===== src/rtl/stream_demux_1xn.sv =====
// 1-to-N packet-aware stream demultiplexer with a registered output stage.
// The select locks on the first beat of a packet; out-of-range packets are dropped and counted.
module stream_demux_1xn #(
  parameter int DATA_W = 8,
  parameter int N_OUT  = 4,
  parameter int SEL_W  = 2,
  parameter int CNT_W  = 16
) (
  input  logic              clk,
  input  logic              rst,
  input  logic [DATA_W-1:0] s_data,
  input  logic [SEL_W-1:0]  s_sel,
  input  logic              s_last,
  input  logic              s_valid,
  output logic              s_ready,
  output logic [DATA_W-1:0] m_data,
  output logic              m_last,
  output logic [N_OUT-1:0]  m_valid,
  input  logic [N_OUT-1:0]  m_ready,
  output logic              busy,
  output logic [CNT_W-1:0]  drop_cnt
);

  typedef enum logic {IDLE, PKT} state_t;

  localparam logic [SEL_W:0] NOUT_X = (SEL_W+1)'(N_OUT);

  state_t            state_q, state_d;
  logic [SEL_W-1:0]  lock_sel_q, lock_sel_d;
  logic              out_vld_q, out_vld_d;
  logic [DATA_W-1:0] out_data_q, out_data_d;
  logic              out_last_q, out_last_d;
  logic [SEL_W-1:0]  out_sel_q, out_sel_d;
  logic [CNT_W-1:0]  drop_cnt_q, drop_cnt_d;

  logic [SEL_W-1:0]  eff_sel;
  logic              drop, acc, load, out_rdy;

  assign eff_sel = (state_q == PKT) ? lock_sel_q : s_sel;
  assign drop    = ({1'b0, eff_sel} >= NOUT_X);

  for (genvar i = 0; i < N_OUT; i++) begin : g_vld
    assign m_valid[i] = out_vld_q && (out_sel_q == SEL_W'(i));
  end

  // m_valid is one-hot, so this is m_ready[out_sel] gated by out_vld without an out-of-range index.
  assign out_rdy = |(m_valid & m_ready);
  assign s_ready = drop || !out_vld_q || out_rdy;
  assign acc     = s_valid && s_ready;
  assign load    = acc && !drop;

  assign m_data   = out_data_q;
  assign m_last   = out_last_q;
  assign busy     = (state_q == PKT);
  assign drop_cnt = drop_cnt_q;

  always_comb begin
    state_d    = state_q;
    lock_sel_d = lock_sel_q;
    if (acc) begin
      case (state_q)
        IDLE: if (!s_last) begin
          state_d    = PKT;
          lock_sel_d = s_sel;
        end
        PKT:  if (s_last) state_d = IDLE;
        default: state_d = IDLE;
      endcase
    end
  end

  always_comb begin
    out_vld_d  = out_vld_q;
    out_data_d = out_data_q;
    out_last_d = out_last_q;
    out_sel_d  = out_sel_q;
    drop_cnt_d = drop_cnt_q;
    if (load) begin
      out_vld_d  = 1'b1;
      out_data_d = s_data;
      out_last_d = s_last;
      out_sel_d  = eff_sel;
    end else if (out_rdy) begin
      out_vld_d = 1'b0;
    end
    if (acc && drop && (drop_cnt_q != {CNT_W{1'b1}}))
      drop_cnt_d = drop_cnt_q + CNT_W'(1);
  end

  always_ff @(posedge clk) begin
    if (rst) begin
      state_q    <= IDLE;
      lock_sel_q <= '0;
      out_vld_q  <= 1'b0;
      out_data_q <= '0;
      out_last_q <= 1'b0;
      out_sel_q  <= '0;
      drop_cnt_q <= '0;
    end else begin
      state_q    <= state_d;
      lock_sel_q <= lock_sel_d;
      out_vld_q  <= out_vld_d;
      out_data_q <= out_data_d;
      out_last_q <= out_last_d;
      out_sel_q  <= out_sel_d;
      drop_cnt_q <= drop_cnt_d;
    end
  end

endmodule


===== config.mk =====
export PLATFORM = sky130hd
export DESIGN_NAME = stream_demux_1xn
export DESIGN_NICKNAME = d
export VERILOG_FILES = /design/src/rtl/stream_demux_1xn.sv
export SDC_FILE = /design/constraint.sdc
export NUM_CORES = 1
export LEC_CHECK = 0
export ABC_CLOCK_PERIOD_IN_PS = 3500
export CAP_MARGIN = 20
export CORE_MARGIN = 2
export CORE_UTILIZATION = 41
export CTS_BUF_LIST = sky130_fd_sc_hd__clkbuf_16
export DETAILED_ROUTE_END_ITERATION = 8
export HOLD_SLACK_MARGIN = 0.05
export MAX_ROUTING_LAYER = met4
export PLACE_DENSITY = 0.84
export SYNTH_ARGS = -nofsm -noshare
export SYNTH_HDL_FRONTEND = slang
export SYNTH_SLANG_ARGS = --single-unit

===== constraint.sdc =====
create_clock -name clk -period 3.5 [get_ports clk]
set_clock_uncertainty 0.2 [all_clocks]
set_input_delay 0.875 -clock clk [delete_from_list [all_inputs] [get_ports clk]]
set_output_delay 0.875 -clock clk [all_outputs]
set_load 0.005 [all_outputs]

==> results by group <==
STA
  • Final Hold Fails: 0
  • Final period util: 94.9%
  • Slew @ Worst Pin: 707 ps
  • Final Max Tran Viols: 0
  • Final min period: 3320 ps
  • Max frequency: 301 MHz
  • Finish-stage setup viols: 0
  • Worst rel slew slack: 52.7%
  • RSZ-0062 raised after global routing: no
  • Sum Neg Setup Slack: 0 ps

Logic synthesis
  • Synth unique cells: 21
  • Post-synth top cells: nand2b_1 (22), buf_4 (16), dfxtp_1 (15), mux2i_1 (15), nor2b_1 (4)
  • Average size of a mapped cell: 9.48 um2
  • Most common cell in the synthesized netlist: nand2b_1
  • #FFs+latches synth: 15
  • Synth async-reset ratio: 0%
  • Top cells by area, synth: dfxtp_1 (33%), mux2i_1 (17%), nand2b_1 (15%)
  • Post-synth top flop: dfxtp_1
  • Mapped cell area: 901 um2
  • Synthesis Warnings: 0
  • Sequential share of the synthesized area: 33.3%
  • Synth area leader: dfxtp_1
  • Gate Count Post-Synth: 95
  • Post-synth top area share: 33.3%
  • Post-synth EDFFs: 0

Cells and area
  • Final net count: 146
  • Area Growth Syn to Fin: 39.3%
  • Layout cells sized above 1: 5.51%
  • # diodes: 0
  • Filler instances: 184

Floorplan
  • Die W: 50.9 um
  • Initial Util: 44.6%
  • Row cnt: 16
  • IO Count: 49
  • Die ar.: 2590 um2
  • Core box area: 2020 um2
  • Die height: 50.9 um

Power
  • Peak supply drop: 0.000353 V
  • Pwr Density: 397 nW/um2
  • Tot Pwr: 0.498 mW
  • Leak Pwr: 0.530 nW

Global route
  • Antenna violations before repair: 0
  • Largest net degree at the start of global routing: 30
  • Vias in the first global route: 624
  • Global route total overflow: 0
  • GRT Overall Usage: 13.9%
  • First-pass GRT wire length: 2.63 mm

Detailed routing
  • Routed WL: 1.63 mm
  • Via Count: 676
  • Routed len/inst: 10.6 um
  • Drt initial violations: 6
  • Post-route ant nets: 0
  • First-pass DRT Iterations: 3
  • Post-route DRC: 0
  • DR vias/cell: 4.39

Clock tree
  • Cts bufs inserted: 3
  • CTS root buf: clkbuf_16
  • Worst skew pair latency: 240 ps
  • Post-CTS sizing: 0
  • Clk buf depth: 2
  • Post-CTS Hold Buffers: 0
  • Htree depth: 1
  • Reg clk slew, reported paths: 50 ps
  • CTS tree: done
  • CTS Sinks: 15
  • Post-CTS setup buffer count: 0

Placement
  • # port buffers: 32
  • Post-DP HPWL: 1.32 mm
  • GP Congestion: 0.680

Setup path
  • Worst-path fanout max: 4
  • WP data required: 2420 ps
  • Arr. time, crit path: 2250 ps
  • Crit path kind: primary input to primary output
  • Startpoint types: primary input
  • Crit end category: primary output

Run status
  • Status: completed

Run
  • Max-cap violations: 0

Worst hold path
  • Min-Delay Path Class: register to register
critical path, cell delays in order:
cell	delay, ps
clkdlybuf4s50_1	460
mux2i_1	120
a22oi_1	250
clkdlybuf4s50_1	540
report_power, final:
part	leakage [nW]	switching, mW	internal, mW	total (mW)
Sequential	0.124	0.00834	0.184	0.192
Combinational	0.365	0.0350	0.0594	0.0943
Clock	0.0423	0.0613	0.150	0.212
Total	0.530	0.105	0.394	0.498
cell usage in the layout, fill, tap and decap left out, drive strengths merged:
cell type,n
a21oi,1
a221o,1
a221oi,2
a22oi,1
and2,2
and2b,2
and3,1
buf,1
clkbuf,3
clkdlybuf4s50,32
conb,16
dfxtp,15
inv,2
mux2,3
mux2i,15
nand2b,22
nor2,3
nor2b,4
or3b,1
stage by stage:
| stage | std cells | utilization (%) | worst slack, ps | instance area, um2 | hold WS [ps] |
|---|---|---|---|---|---|
| finish | 154 | 62.1 | 178 | 1250 | 274 |
| global route | 154 | 62.1 | 121 | 1250 | 302 |
| CTS | 154 | 62.1 | 173 | 1250 | 279 |
| detailed placement | 150 | 58.2 | 172 | 1180 | 271 |
| global placement | 150 | 58.2 | 199 | 1180 | 258 |
| floorplan | 110 | - | 1120 | 957 | 249 |
final timing paths:
| path | start | endpoint | slack, ps | depth (start not counted) |
|---|---|---|---|---|
| worst min register to register | m_data[6] | m_data[6] | 270 | 2 |
| worst min-delay path | m_data[6] | m_data[6] | 270 | 2 |
| worst max-delay path | m_ready[0] | s_ready | 180 | 4 |
| worst max register to register | out_sel_q[1] | m_data[0] | 1640 | 4 |
logic make-up after synthesis:
kind of cell,Yosys count,synth area share [%]
AND/OR/NAND/NOR,35,24.0
buffers and inverters,21,16.2
multiplexers,18,20.8
flip-flops,15,33.3
AO/OA/AOI/OAI,5,5.14
other,1,0.416
metal layers:
layer  global-route usage [%]  share of wire [%]  vias up
li1                         -                  -      344
met3                     4.39                9.5        2
met4                     5.41                1.6        0
met5                        -                  0        -
met2                     24.6                 50       34
met1                     14.5                 39      296
area by class of cell:
cell class / count / area, um2 / area share [%]
clock buffer: 3 / 75.1 / 5.98
clock inverter: 1 / 3.75 / 0.299
inverter: 1 / 3.75 / 0.299
multi-input combinational: 74 / 510 / 40.7
sequential: 15 / 300 / 23.9
tap: 27 / 33.8 / 2.69
timing repair buffer: 33 / 328 / 26.1
state kept, by name, summed over array words and instances (netlist names):
| signal | flops |
|---|---|
| lock_sel_q | 2 |
| out_vld_q | 1 |
| out_sel_q | 2 |
| m_last | 1 |
| busy | 1 |
| m_data | 8 |
Note: power is estimated with default switching activity, not from simulation.
